File: config.mk
export PLATFORM = sky130hd
export DESIGN_NAME = pulse_led_array
export DESIGN_NICKNAME = d
export VERILOG_FILES = /design/src/rtl/pulse_led_pkg.sv /design/src/rtl/pulse_led_chan.sv /design/src/rtl/pulse_led_array.sv
export SDC_FILE = /design/constraint.sdc
export NUM_CORES = 1
export LEC_CHECK = 0
export CORE_MARGIN = 3
export CORE_UTILIZATION = 41
export DETAILED_ROUTE_END_ITERATION = 8
export GPL_TIMING_DRIVEN = 0
export SLEW_MARGIN = 30
export SYNTH_ARGS = -nofsm -noshare
export SYNTH_HDL_FRONTEND = slang
export SYNTH_SLANG_ARGS = --single-unit
File: constraint.sdc
create_clock -name clk -period 3.91 [get_ports clk]
set_input_delay 0.391 -clock clk [delete_from_list [all_inputs] [get_ports clk]]
set_output_delay 0.391 -clock clk [all_outputs]
set_load 0.01 [all_outputs]
File: src/rtl/pulse_led_pkg.sv
// Shared constants for the multi-channel PWM LED driver: mode encodings,
// ramp direction values and the per-channel starting duty.
package pulse_led_pkg;

    localparam logic [1:0] MODE_OFF     = 2'b00;
    localparam logic [1:0] MODE_ON      = 2'b01;
    localparam logic [1:0] MODE_BREATHE = 2'b10;
    localparam logic [1:0] MODE_SAW     = 2'b11;

    localparam logic DIR_UP   = 1'b0;
    localparam logic DIR_DOWN = 1'b1;

    // Channels start evenly spread around the duty range; caller truncates.
    function automatic int unsigned init_duty(input int unsigned n,
                                              input int unsigned channels,
                                              input int unsigned pwm_bits);
        return (n << pwm_bits) / channels;
    endfunction

endpackage

File: src/rtl/pulse_led_chan.sv
// One LED channel: duty ramp (breathe or sawtooth), ramp direction and the
// registered LED compare against the shared PWM counter.
module pulse_led_chan
    import pulse_led_pkg::*;
#(
    parameter int                  PWM_BITS  = 8,
    parameter int                  STEP      = 8,
    parameter logic [PWM_BITS-1:0] INIT_DUTY = '0
) (
    input  logic                clk,
    input  logic                rst,
    input  logic                restart,
    input  logic                en,
    input  logic                period_end,
    input  logic [1:0]          mode,
    input  logic [PWM_BITS-1:0] pwm_cnt,
    output logic                led,
    output logic                wrap
);

    localparam logic [PWM_BITS:0] MAX_W  = (PWM_BITS+1)'((1 << PWM_BITS) - 1);
    localparam logic [PWM_BITS:0] STEP_W = (PWM_BITS+1)'(STEP);

    logic [PWM_BITS-1:0] duty_q, duty_d;
    logic                dir_q, dir_d;
    logic                led_q, led_d;
    logic [PWM_BITS:0]   duty_w, sum_w, diff_w;

    always_comb begin
        duty_w = {1'b0, duty_q};
        sum_w  = duty_w + STEP_W;
        diff_w = duty_w - STEP_W;
        duty_d = duty_q;
        dir_d  = dir_q;
        wrap   = 1'b0;
        led_d  = 1'b0;

        if (period_end && !restart) begin
            if (mode == MODE_BREATHE) begin
                if (dir_q == DIR_UP) begin
                    if (sum_w > MAX_W) begin
                        duty_d = MAX_W[PWM_BITS-1:0];
                        dir_d  = DIR_DOWN;
                    end else begin
                        duty_d = sum_w[PWM_BITS-1:0];
                    end
                end else if (duty_w <= STEP_W) begin
                    duty_d = '0;
                    dir_d  = DIR_UP;
                    wrap   = 1'b1;
                end else begin
                    duty_d = diff_w[PWM_BITS-1:0];
                end
            end else if (mode == MODE_SAW) begin
                if (duty_w > MAX_W - STEP_W) begin
                    duty_d = '0;
                    wrap   = 1'b1;
                end else begin
                    duty_d = sum_w[PWM_BITS-1:0];
                end
            end
        end

        if (en) begin
            case (mode)
                MODE_ON:               led_d = 1'b1;
                MODE_BREATHE, MODE_SAW: led_d = (pwm_cnt < duty_q);
                default:               led_d = 1'b0;
            endcase
        end

        // Restart behaves exactly like reset, taking priority over any step.
        if (restart) begin
            duty_d = INIT_DUTY;
            dir_d  = DIR_UP;
            led_d  = 1'b0;
        end
    end

    always_ff @(posedge clk or posedge rst) begin
        if (rst) begin
            duty_q <= INIT_DUTY;
            dir_q  <= DIR_UP;
            led_q  <= 1'b0;
        end else begin
            duty_q <= duty_d;
            dir_q  <= dir_d;
            led_q  <= led_d;
        end
    end

    assign led = led_q;

endmodule

File: src/rtl/pulse_led_array.sv
// Multi-channel PWM LED driver: shared prescaler and PWM counter feeding
// CHANNELS independent duty ramps, plus a sweep-complete strobe from channel 0.
module pulse_led_array
    import pulse_led_pkg::*;
#(
    parameter int CHANNELS = 4,
    parameter int PWM_BITS = 8,
    parameter int PRESCALE = 1953,
    parameter int STEP     = 8
) (
    input  logic                clk,
    input  logic                rst,
    input  logic                en,
    input  logic                restart,
    input  logic [1:0]          mode,
    output logic [CHANNELS-1:0] led,
    output logic                cycle_done
);

    localparam int                  PRE_W    = (PRESCALE > 1) ? $clog2(PRESCALE) : 1;
    localparam logic [PRE_W-1:0]    PRE_LAST = PRE_W'(PRESCALE - 1);
    localparam logic [PWM_BITS-1:0] PWM_MAX  = '1;
    localparam logic [CHANNELS-1:0] WRAP_SEL = CHANNELS'(1);

    logic [PRE_W-1:0]    pre_cnt_q, pre_cnt_d;
    logic [PWM_BITS-1:0] pwm_cnt_q, pwm_cnt_d;
    logic                cycle_done_q, cycle_done_d;
    logic                tick, period_end;
    logic [CHANNELS-1:0] wrap;

    always_comb begin
        tick       = (pre_cnt_q == PRE_LAST) && en;
        period_end = tick && (pwm_cnt_q == PWM_MAX);
        pre_cnt_d  = pre_cnt_q;
        pwm_cnt_d  = pwm_cnt_q;

        if (restart) begin
            pre_cnt_d = '0;
            pwm_cnt_d = '0;
        end else if (tick) begin
            pre_cnt_d = '0;
            pwm_cnt_d = pwm_cnt_q + 1'b1;
        end else if (en) begin
            pre_cnt_d = pre_cnt_q + 1'b1;
        end

        // Only channel 0 defines a completed sweep.
        cycle_done_d = !restart && |(wrap & WRAP_SEL);
    end

    always_ff @(posedge clk or posedge rst) begin
        if (rst) begin
            pre_cnt_q    <= '0;
            pwm_cnt_q    <= '0;
            cycle_done_q <= 1'b0;
        end else begin
            pre_cnt_q    <= pre_cnt_d;
            pwm_cnt_q    <= pwm_cnt_d;
            cycle_done_q <= cycle_done_d;
        end
    end

    for (genvar n = 0; n < CHANNELS; n++) begin : gen_chan
        pulse_led_chan #(
            .PWM_BITS  (PWM_BITS),
            .STEP      (STEP),
            .INIT_DUTY (PWM_BITS'(init_duty(n, CHANNELS, PWM_BITS)))
        ) u_chan (
            .clk        (clk),
            .rst        (rst),
            .restart    (restart),
            .en         (en),
            .period_end (period_end),
            .mode       (mode),
            .pwm_cnt    (pwm_cnt_q),
            .led        (led[n]),
            .wrap       (wrap[n])
        );
    end

    assign cycle_done = cycle_done_q;

endmodule

# ---- Yosys cells after proc, flatten, opt, wreduce, memory -nomap -nowiden
# Index checks and enable logic that the tools add are counted.
# Widths: inputs -> output; s select.
dict set report totals {
  ff_bits 60
  inputBits 6
  out_inout_bits 5
  wordCells 138
}
dict set report op_classes {
  n_addsub 10
  order_cmp 16
  eq_ne 5
  n_mux 79
  n_reduce_logical 13
}
# cell count
set ops {}
lappend ops {{$mux 8} 34}
lappend ops {{$mux 1} 38}
lappend ops {{$add 8x4->9 const B} 4}
lappend ops {{$gt 9x8->1 const B} 4}
lappend ops {{$mux 11} 3}
lappend ops {{$gt 8x8->1 const B} 4}
lappend ops {{$le 8x4->1 const B} 4}
lappend ops {{$lt 8x8->1} 4}
lappend ops {{$sub 8x4->8 const B} 4}
lappend ops {{$add 11x1->11 const B} 1}
lappend ops {{$eq 11x11->1 const B} 1}
lappend ops {{$add 8x1->8 const B} 1}
lappend ops {{$eq 8x8->1 const B} 1}
lappend ops {{$pmux 1 s2} 4}
lappend ops {{$reduce_bool 2->1} 3}
lappend ops {{$reduce_bool 3->1} 2}
lappend ops {{$eq 2x2->1 const B} 2}
lappend ops {{$logic_and 1x1->1} 4}
lappend ops {{$reduce_and 2->1} 2}
lappend ops {{$eq 2x1->1 const B} 1}
lappend ops {{$reduce_or 2->1} 1}
lappend ops {{$logic_not 1->1} 1}

# ---- Depth between registers and ports, before layout
# Gate-level depths: netlist of run 1.
dict set report logic_depth {
  depth_word 7
  mapped_depth 9
}

# ---- Hierarchy
# Synthesis of run 1 repeated with hierarchy kept, for this count alone.
dict set report hier_totals {
  cells_unflattened 567
  area_unflattened_um2 4835.9
}
# mod instances cells_per_inst area_per_inst_um2 seq_area_each_um2
set by_module_without_submodules {}
lappend by_module_without_submodules {pulse_led_array 1 107 1063.5 500.5}
lappend by_module_without_submodules {{pulse_led_chan (gen_chan[3].u_chan)} 1 116 973.4 202.7}
lappend by_module_without_submodules {{pulse_led_chan (gen_chan[2].u_chan)} 1 119 948.4 201.4}
lappend by_module_without_submodules {{pulse_led_chan (gen_chan[0].u_chan)} 1 117 944.7 200.2}
lappend by_module_without_submodules {{pulse_led_chan (gen_chan[1].u_chan)} 1 108 905.9 201.4}

# ---- Least setup slack after synthesis of run 1
# OpenSTA, ideal clock, no wires.
dict set report synth_path {
  path_type {register to register}
  from {register gen_chan[3].u_chan.duty_q[3]}
  to {register gen_chan[3].u_chan.dir_q}
  setup_time_ns 0.099
  t_arrival_ns 1.976
  t_required_ns 3.811
  slack_ns 1.834
  path_stages_with_launch 8
  synth_period_minus_slack_ns 2.076
  cell_sequence {dfrtp_1 ha_1 nand2b_1 o21ai_0 a221oi_1 a311oi_4 a21oi_1 a311oi_1}
}
dict set report synth_between {
  elab_chain_cells 7
  elab_cells_between_ends 9
}
# item line
set synth_rtl {}
lappend synth_rtl {{from (decl)} pulse_led_chan.sv:24} ;# logic [PWM_BITS-1:0] duty_q, duty_d;
lappend synth_rtl {{from (signal assigned)} pulse_led_chan.sv:86} ;# duty_q <= duty_d;
lappend synth_rtl {{$add 8x4->9} pulse_led_chan.sv:31} ;# sum_w = duty_w + STEP_W;
lappend synth_rtl {{$gt 9x8->1} pulse_led_chan.sv:41} ;# if (sum_w > MAX_W) begin
lappend synth_rtl {{$mux 1} pulse_led_chan.sv:41}
lappend synth_rtl {{$mux 1 *} pulse_led_chan.sv:40} ;# if (dir_q == DIR_UP) begin
lappend synth_rtl {{$mux 1 *} pulse_led_chan.sv:39} ;# if (mode == MODE_BREATHE) begin
lappend synth_rtl {{$mux 1 *} pulse_led_chan.sv:38} ;# if (period_end && !restart) begin
lappend synth_rtl {{$mux 1 *} pulse_led_chan.sv:73} ;# if (restart) begin
lappend synth_rtl {{to (signal assigned)} pulse_led_chan.sv:87} ;# dir_q <= dir_d;
lappend synth_rtl {{to (decl)} pulse_led_chan.sv:25} ;# logic dir_q, dir_d;
# Every way passes the cells marked *; elsewhere a longest branch is shown, timed or not. The select of a mux whose other input is x is not followed.
# A chain may end at the register's enable or synchronous reset.

# ---- Worst setup path in the final report of run 1
dict set report layout_path {
  from {input mode[1]}
  to {register gen_chan[1].u_chan.duty_q[6]}
}
dict set report layout_between {
  elab_chain_cells 4
  elab_cells_between_ends 7
}
# item line
set layout_rtl {}
lappend layout_rtl {{from (decl)} pulse_led_array.sv:15} ;# input logic [1:0] mode,
lappend layout_rtl {{$eq 2x2->1} pulse_led_chan.sv:39}
lappend layout_rtl {{$mux 8} pulse_led_chan.sv:39}
lappend layout_rtl {{$mux 8} pulse_led_chan.sv:38}
lappend layout_rtl {{$mux 8} pulse_led_chan.sv:73}
lappend layout_rtl {{to (signal assigned)} pulse_led_chan.sv:86}
lappend layout_rtl {{to (decl)} pulse_led_chan.sv:24}
# Parallel ways exist; a longest one is shown, timed or not. The select of a mux whose other input is x is not followed.

==> run summary, run 1 <==
Antenna Nets Post-Route: 0
Worst Path Arrival: 3.13 ns
CTS tree: done
CTS root buffer: clkbuf_16
WL final: 13,100 µm
Tmin final: 2.90 ns
Vias per inst: 6.09
Initial antenna violation count: 0
Number of synthesized flops with an enable pin: 0
Final worst slack: 1.01 ns
Type of origin of the critical path: input pin
Yosys warns: 0
CORE AREA: 0.0109 mm²
Status: finished, final reports clean
Avg Cell Area, Syn: 8.32 µm²
Setup TNS: 0 ns
Reg power frac: 0.419
Die X: 112 µm
Final Slew Violations: 0
Initial DRC Count: 317
Max Cap Viol: 0
Cell variety after synth: 73
Largest area contributor in the netlist: dfrtp_1
Mapped cell area: 0.00464 mm²
Final setup viols: 0
Cell Pwr Density: 287 mW/mm²
Unrepaired setup endpoints after global routing: false
Area after DPL: 0.00494 mm²
H-tree depth: 2
Gate power share: 0.261
PortBufs: 10
Number of buffers created by CTS: 5
N_diodes: 0
Worst Path Class, Setup: input pin to flop
Vias in the first global route: 4,222
Final Skew: 0.00910 ns
Most frequent cell after synthesis: dfrtp_1
Die height: 112 µm
Post-cts sizing count: 0
Pre-CTS WS: 0.768 ns
Clk pwr share: 0.320
Critical Path Fanout Max: 10
Top FF cell, synth: dfrtp_1
# hold bufs at CTS: 0
Fraction of layout cells with a size suffix above 1: 0.0971
LEAKAGE: 2.15 nW
Clk sink count: 52
Worst setup EP type: flop
Area contributors post-synth: dfrtp_1 (26%), ha_1 (12%), a21oi_1 (4.5%), nor2_1 (3.8%), nand2_1 (3.4%)
Area of the die: 0.0126 mm²
Hold Crit Class: input pin to async pin
Syn Nets: 607
Tcrit/Tclk final: 0.742
Post-Syn Instances: 558
GPL Wtd Cong: 0.884
Post-CTS setup buffer count: 0
Row count: 38
Worst EP required: 4.14 ns
Wire per inst: 18.3 µm
Util after Layout: 0.465
P_sw: 0.000506 W
Worst-Margin Slew: 0.704 ns
Global-route wire length before repair: 21,800 µm
Reg clk slew, reported paths: 0.08 ns
Global Route Usage Sum: 0.213
Worst r2r src: pwm_cnt_q[1]
Area growth syn-to-layout: 9.56%
Post-DP HPWL: 9480 µm
Peak supply drop: 0.180 mV
Synthesis-stage register bit count: 52
Gr ovfl total: 0
P_int: 0.000952 W
Total power: 0.00146 W
I/O pin cnt: 11
Detailed-route via count: 4,370
Slew HR: 0.527
Clk Latency, worst-skew pair: 0.31 ns
Synth async-reset ratio: 1.00
Post-route cell area: 0.00509 mm²
DR DRC count: 0
Post-synth top area share: 0.259
Sw Share: 0.347
DR pass1 iterations: 5
Leading cell types by count after synthesis: dfrtp_1 (48), nor2_1 (47), ha_1 (43)
Largest net degree at the start of global routing: 36
CTS max path bufs: 2
Cells on worst reg2reg path: 6
Fmax: 345 MHz
Initial Util: 0.425
Reg-to-reg endpoint: gen_chan[0].u_chan.duty_q[5]
Hold Violations, Final: 0
Final #Nets: 625
Seq/Total Area, Yosys: 0.281
Flop-to-flop setup slack: 1.32 ns
-- kinds of logic (layout without fill, tap and decap cells) --
group | Yosys count | after routing | share of synthesized area
simple gates | 196 | 196 | 0.227
xor+xnor | 24 | 24 | 0.0453
flops | 52 | 52 | 0.281
compound gates | 171 | 171 | 0.251
buf+inv | 70 | 89 | 0.0749
mux | 2 | 2 | 0.00431
fa+ha+maj | 43 | 43 | 0.116
-- registers in the layout, summed over array words and instances, names as in the netlist --
register,cells
cycle_done,1
gen_chan.u_chan.dir_q,4
gen_chan.u_chan.duty_q,24
gen_chan.u_chan.led,4
pre_cnt_q,11
pwm_cnt_q,8
-- power groups by stage --
| stage | clock network (W) | registers [W] | logic [W] |
|---|---|---|---|
| 2_1_floorplan | 0 | 0.000608 | 0.000283 |
| 4_1_cts | 0.000481 | 0.000610 | 0.000381 |
| 3_3_place_gp | 0 | 0.000619 | 0.000371 |
| 3_5_place_dp | 0 | 0.000621 | 0.000380 |
| 5_1_grt | 0.000499 | 0.000615 | 0.000431 |
| 6_report | 0.000466 | 0.000611 | 0.000381 |
-- cell type report --
cell class,count,area [µm²]
Buffer,38,228
Fill cell,1095,5850
Inverter,32,123
Tap cell,140,175
Clock inverter,3,21.3
Timing Repair Buffer,11,120
Sequential cell,52,1310
Multi-Input combinational cell,436,2990
Clock buffer,5,125
-- worst max-delay path: stages --
cell,delay [ns]
clkdlybuf4s50_1,0.53
clkbuf_1,0.39
nor2b_1,0.57
clkbuf_1,0.57
o22ai_1,0.18
a221oi_1,0.27
o22ai_1,0.12
nand2_1,0.10
-- how the worst max path moves through the flow --
stage                                         to  slack (ns)  depth (start not counted)                    startpoint
floorplan               gen_chan[3].u_chan.dir_q        1.83                          7  gen_chan[3].u_chan.duty_q[3]
global placement    gen_chan[1].u_chan.duty_q[6]        0.78                          8                       mode[1]
detailed placement  gen_chan[1].u_chan.duty_q[6]        0.77                          8                       mode[1]
CTS                 gen_chan[1].u_chan.duty_q[6]        1.07                          8                       mode[1]
global route        gen_chan[1].u_chan.duty_q[6]        0.83                          8                       mode[1]
finish              gen_chan[1].u_chan.duty_q[6]        1.01                          8                       mode[1]
-- placed cells by master (no fill, tap or decap), types with 4 or more instances in the layout --
master and n:
a211oi_1 11, a21o_1 20, a21oi_1 42, a22oi_1 5, a311oi_1 5, a31oi_1 15, and2_1 5, and3_1 5
and4_1 4, buf_2 8, buf_4 5, clkbuf_1 18, clkbuf_16 5, clkdlybuf4s50_1 10, dfrtp_1 48, dfstp_2 4
ha_1 43, inv_1 30, nand2_1 42, nand2b_1 10, nand3_1 19, nand3b_1 4, nand4_1 11, nor2_1 47
nor3_1 15, nor4_1 4, o211ai_1 5, o21ai_0 22, o21ai_1 4, o22ai_1 9, or2_2 4, xnor2_1 12
xor2_1 12
-- routing by layer --
metal  wire length (µm)  global-route usage  vias to the layer above
met4                321              0.0761                        0
li1                   -                   -                     2089
met3                657              0.0329                       29
met1               6020               0.288                     2111
met5                  0                   0                        -
met2               6110               0.348                      141
-- through the flow --
stage / instances / hold WS (ns)
global route: 717 / 0.391
CTS: 717 / 0.383
global placement: 708 / 0.542
floorplan: 558 / 0.519
finish: 717 / 0.369
detailed placement: 709 / 0.563
No activity file was read; power rests on OpenSTA's default activity.
==> run 2, diff against run 1 <==
==> constraint.sdc (replaced) <==
create_clock -name clk -period 2.77 [get_ports clk]
set_input_delay 0.277 -clock clk [delete_from_list [all_inputs] [get_ports clk]]
set_output_delay 0.277 -clock clk [all_outputs]
set_load 0.01 [all_outputs]
==> run 2 against run 1 <==
  * Combinational power up 42%
  * Die area did not move
  * Clock skew is 0.0018 ns lower
  * Total power rose by 41%
  * First-iteration DRC count grew 11%
  * Sequential cell count did not move
  * Non-clock buffer count is 1 higher
  * Largest cell class unchanged
  * Largest power group unchanged
==> run summary, run 2 (synthesis results as in run 1) <==
Fraction of layout cells with a size suffix above 1: 0.102
Worst path cell trace: ha_1 -> nand2b_1 -> o21ai_0 -> a221oi_1 -> a311oi_4 -> a211oi_1 -> o22ai_1
Die height: 112 µm
Initial Util: 0.425
Die X: 112 µm
Largest register FFs: 24
Final setup viols: 0
Wire per inst: 18.4 µm
Antenna Nets Post-Route: 0
N_diodes: 0
Post-Place Cells: 709
Vias in the first global route: 4,222
DR pass1 iterations: 6
Global Route Usage Sum: 0.213
P_int: 0.00134 W
Pre-CTS WS: -0.258 ns
Unrepaired setup endpoints after global routing: false
Largest net degree at the start of global routing: 36
Global-route wire length before repair: 21,800 µm
Detailed-route via count: 4,400
Fmax: 398 MHz
Worst EP required: 2.98 ns
Family with the most delay on the worst path: compound AO/OA/AOI/OAI gates
Commonest cells after routing, fill and taps aside: dfrtp_1 (48), nor2_1 (47), ha_1 (43)
Top Registers: gen_chan.u_chan.duty_q (24), pre_cnt_q (11), pwm_cnt_q (8)
Final Slew Violations: 0
H-tree depth: 2
LEAKAGE: 2.15 nW
Tcrit/Tclk final: 0.907
Reg power frac: 0.419
PortBufs: 10
Peak supply drop: 0.255 mV
CP peak stage delay: 0.47 ns
WL final: 13,200 µm
Slew HR: 0.523
CTS tree: done
Final Skew: 0.00734 ns
CORE AREA: 0.0109 mm²
Area growth syn-to-layout: 9.81%
Setup TNS: 0 ns
Sw Share: 0.348
Clk sink count: 52
Status: finished, final reports clean
Gr ovfl total: 0
Initial DRC Count: 353
Worst Path Class, Setup: flop to flop
Type of origin of the critical path: flop
Util after Layout: 0.466
Hold Crit Class: input pin to async pin
Final #Nets: 626
GPL Wtd Cong: 0.884
Slowest cell on the critical path: dfrtp_1
# hold bufs at CTS: 0
Area of the die: 0.0126 mm²
Most common cell after layout, fill and taps aside: dfrtp_1
Worst Path Buf+Inv: 0
Gate power share: 0.262
Vias per inst: 6.13
CTS root buffer: clkbuf_16
Number of buffers created by CTS: 5
Clk Latency, worst-skew pair: 0.30 ns
CTS max path bufs: 2
Post-DP HPWL: 9480 µm
Cell Pwr Density: 404 mW/mm²
Hold Violations, Final: 0
Hold slack: 0.258 ns
Worst Path Arrival: 2.72 ns
Max Cap Viol: 0
Final worst slack: 0.259 ns
Worst-Margin Slew: 0.710 ns
Initial antenna violation count: 0
DR DRC count: 0
Critical Path Fanout Max: 8
I/O pin cnt: 11
Worst setup EP type: flop
Clk pwr share: 0.319
Most flops, register: gen_chan.u_chan.duty_q
Row count: 38
Reg clk slew, reported paths: 0.08 ns
Non-filler instance count after layout: 718
Tmin final: 2.51 ns
P_sw: 0.000717 W
==> run 2: through the flow <==
stage               cell area, µm²  power, W
floorplan                     4640   0.00126
global placement              4920   0.00140
detailed placement            4940   0.00141
CTS                           5090   0.00208
global route                  5100   0.00218
finish                        5100   0.00206
==> run 2: worst paths after layout <==
path                                                 to  depth (start not counted)                          from  slack [ns]
max in group asynchronous  gen_chan[1].u_chan.duty_q[6]                          3                           rst        1.95
max                        gen_chan[3].u_chan.duty_q[5]                          7  gen_chan[3].u_chan.duty_q[3]        0.26
min                        gen_chan[0].u_chan.duty_q[4]                          2                           rst        0.26
min in group clk                           pre_cnt_q[9]                          2                  pre_cnt_q[9]        0.58
max reg2reg                gen_chan[3].u_chan.duty_q[5]                          7  gen_chan[3].u_chan.duty_q[3]        0.26
min reg2reg                                pre_cnt_q[9]                          2                  pre_cnt_q[9]        0.58
==> run 2: repair_timing <==
item | in CTS | in global routing
endpoints found under the hold margin | 0 | 0
endpoints found under the setup margin | 0 | 6
setup buffers | 0 | 1
gates resized for setup | 0 | 3
==> run 2: cell type report <==
class,count,area [µm²]
inverter,32,123
sequential,52,1310
fill,1092,5840
clock inverter,3,21.3
clock buffer,5,125
buffer,38,229
multi-input combinational,436,2990
tap,140,175
timing repair buffer,12,128
==> run 2: layer usage <==
layer  GRT usage  wire length (µm)
met5           0                 0
met4      0.0761               296
met3      0.0329               744
met2       0.348              6170
met1       0.288              5970
==> run 2: power by group through the flow <==
stage | Combinational [W] | Clock, W | Sequential, W
floorplan | 0.000399 | 0 | 0.000859
global placement | 0.000524 | 0 | 0.000874
detailed placement | 0.000536 | 0 | 0.000876
CTS | 0.000538 | 0.000679 | 0.000861
global route | 0.000608 | 0.000704 | 0.000869
finish | 0.000540 | 0.000657 | 0.000864
==> run 3, diff against run 2 <==
--- a/config.mk
+++ b/config.mk
@@ -7,6 +7,7 @@
 export LEC_CHECK = 0
 export CORE_MARGIN = 3
 export CORE_UTILIZATION = 41
+export CTS_CLUSTER_SIZE = 8
 export DETAILED_ROUTE_END_ITERATION = 8
 export GPL_TIMING_DRIVEN = 0
 export SLEW_MARGIN = 30
==> results of run 3 <==
Same layout as run 2: the final DEF is identical, and so are final timing and power.
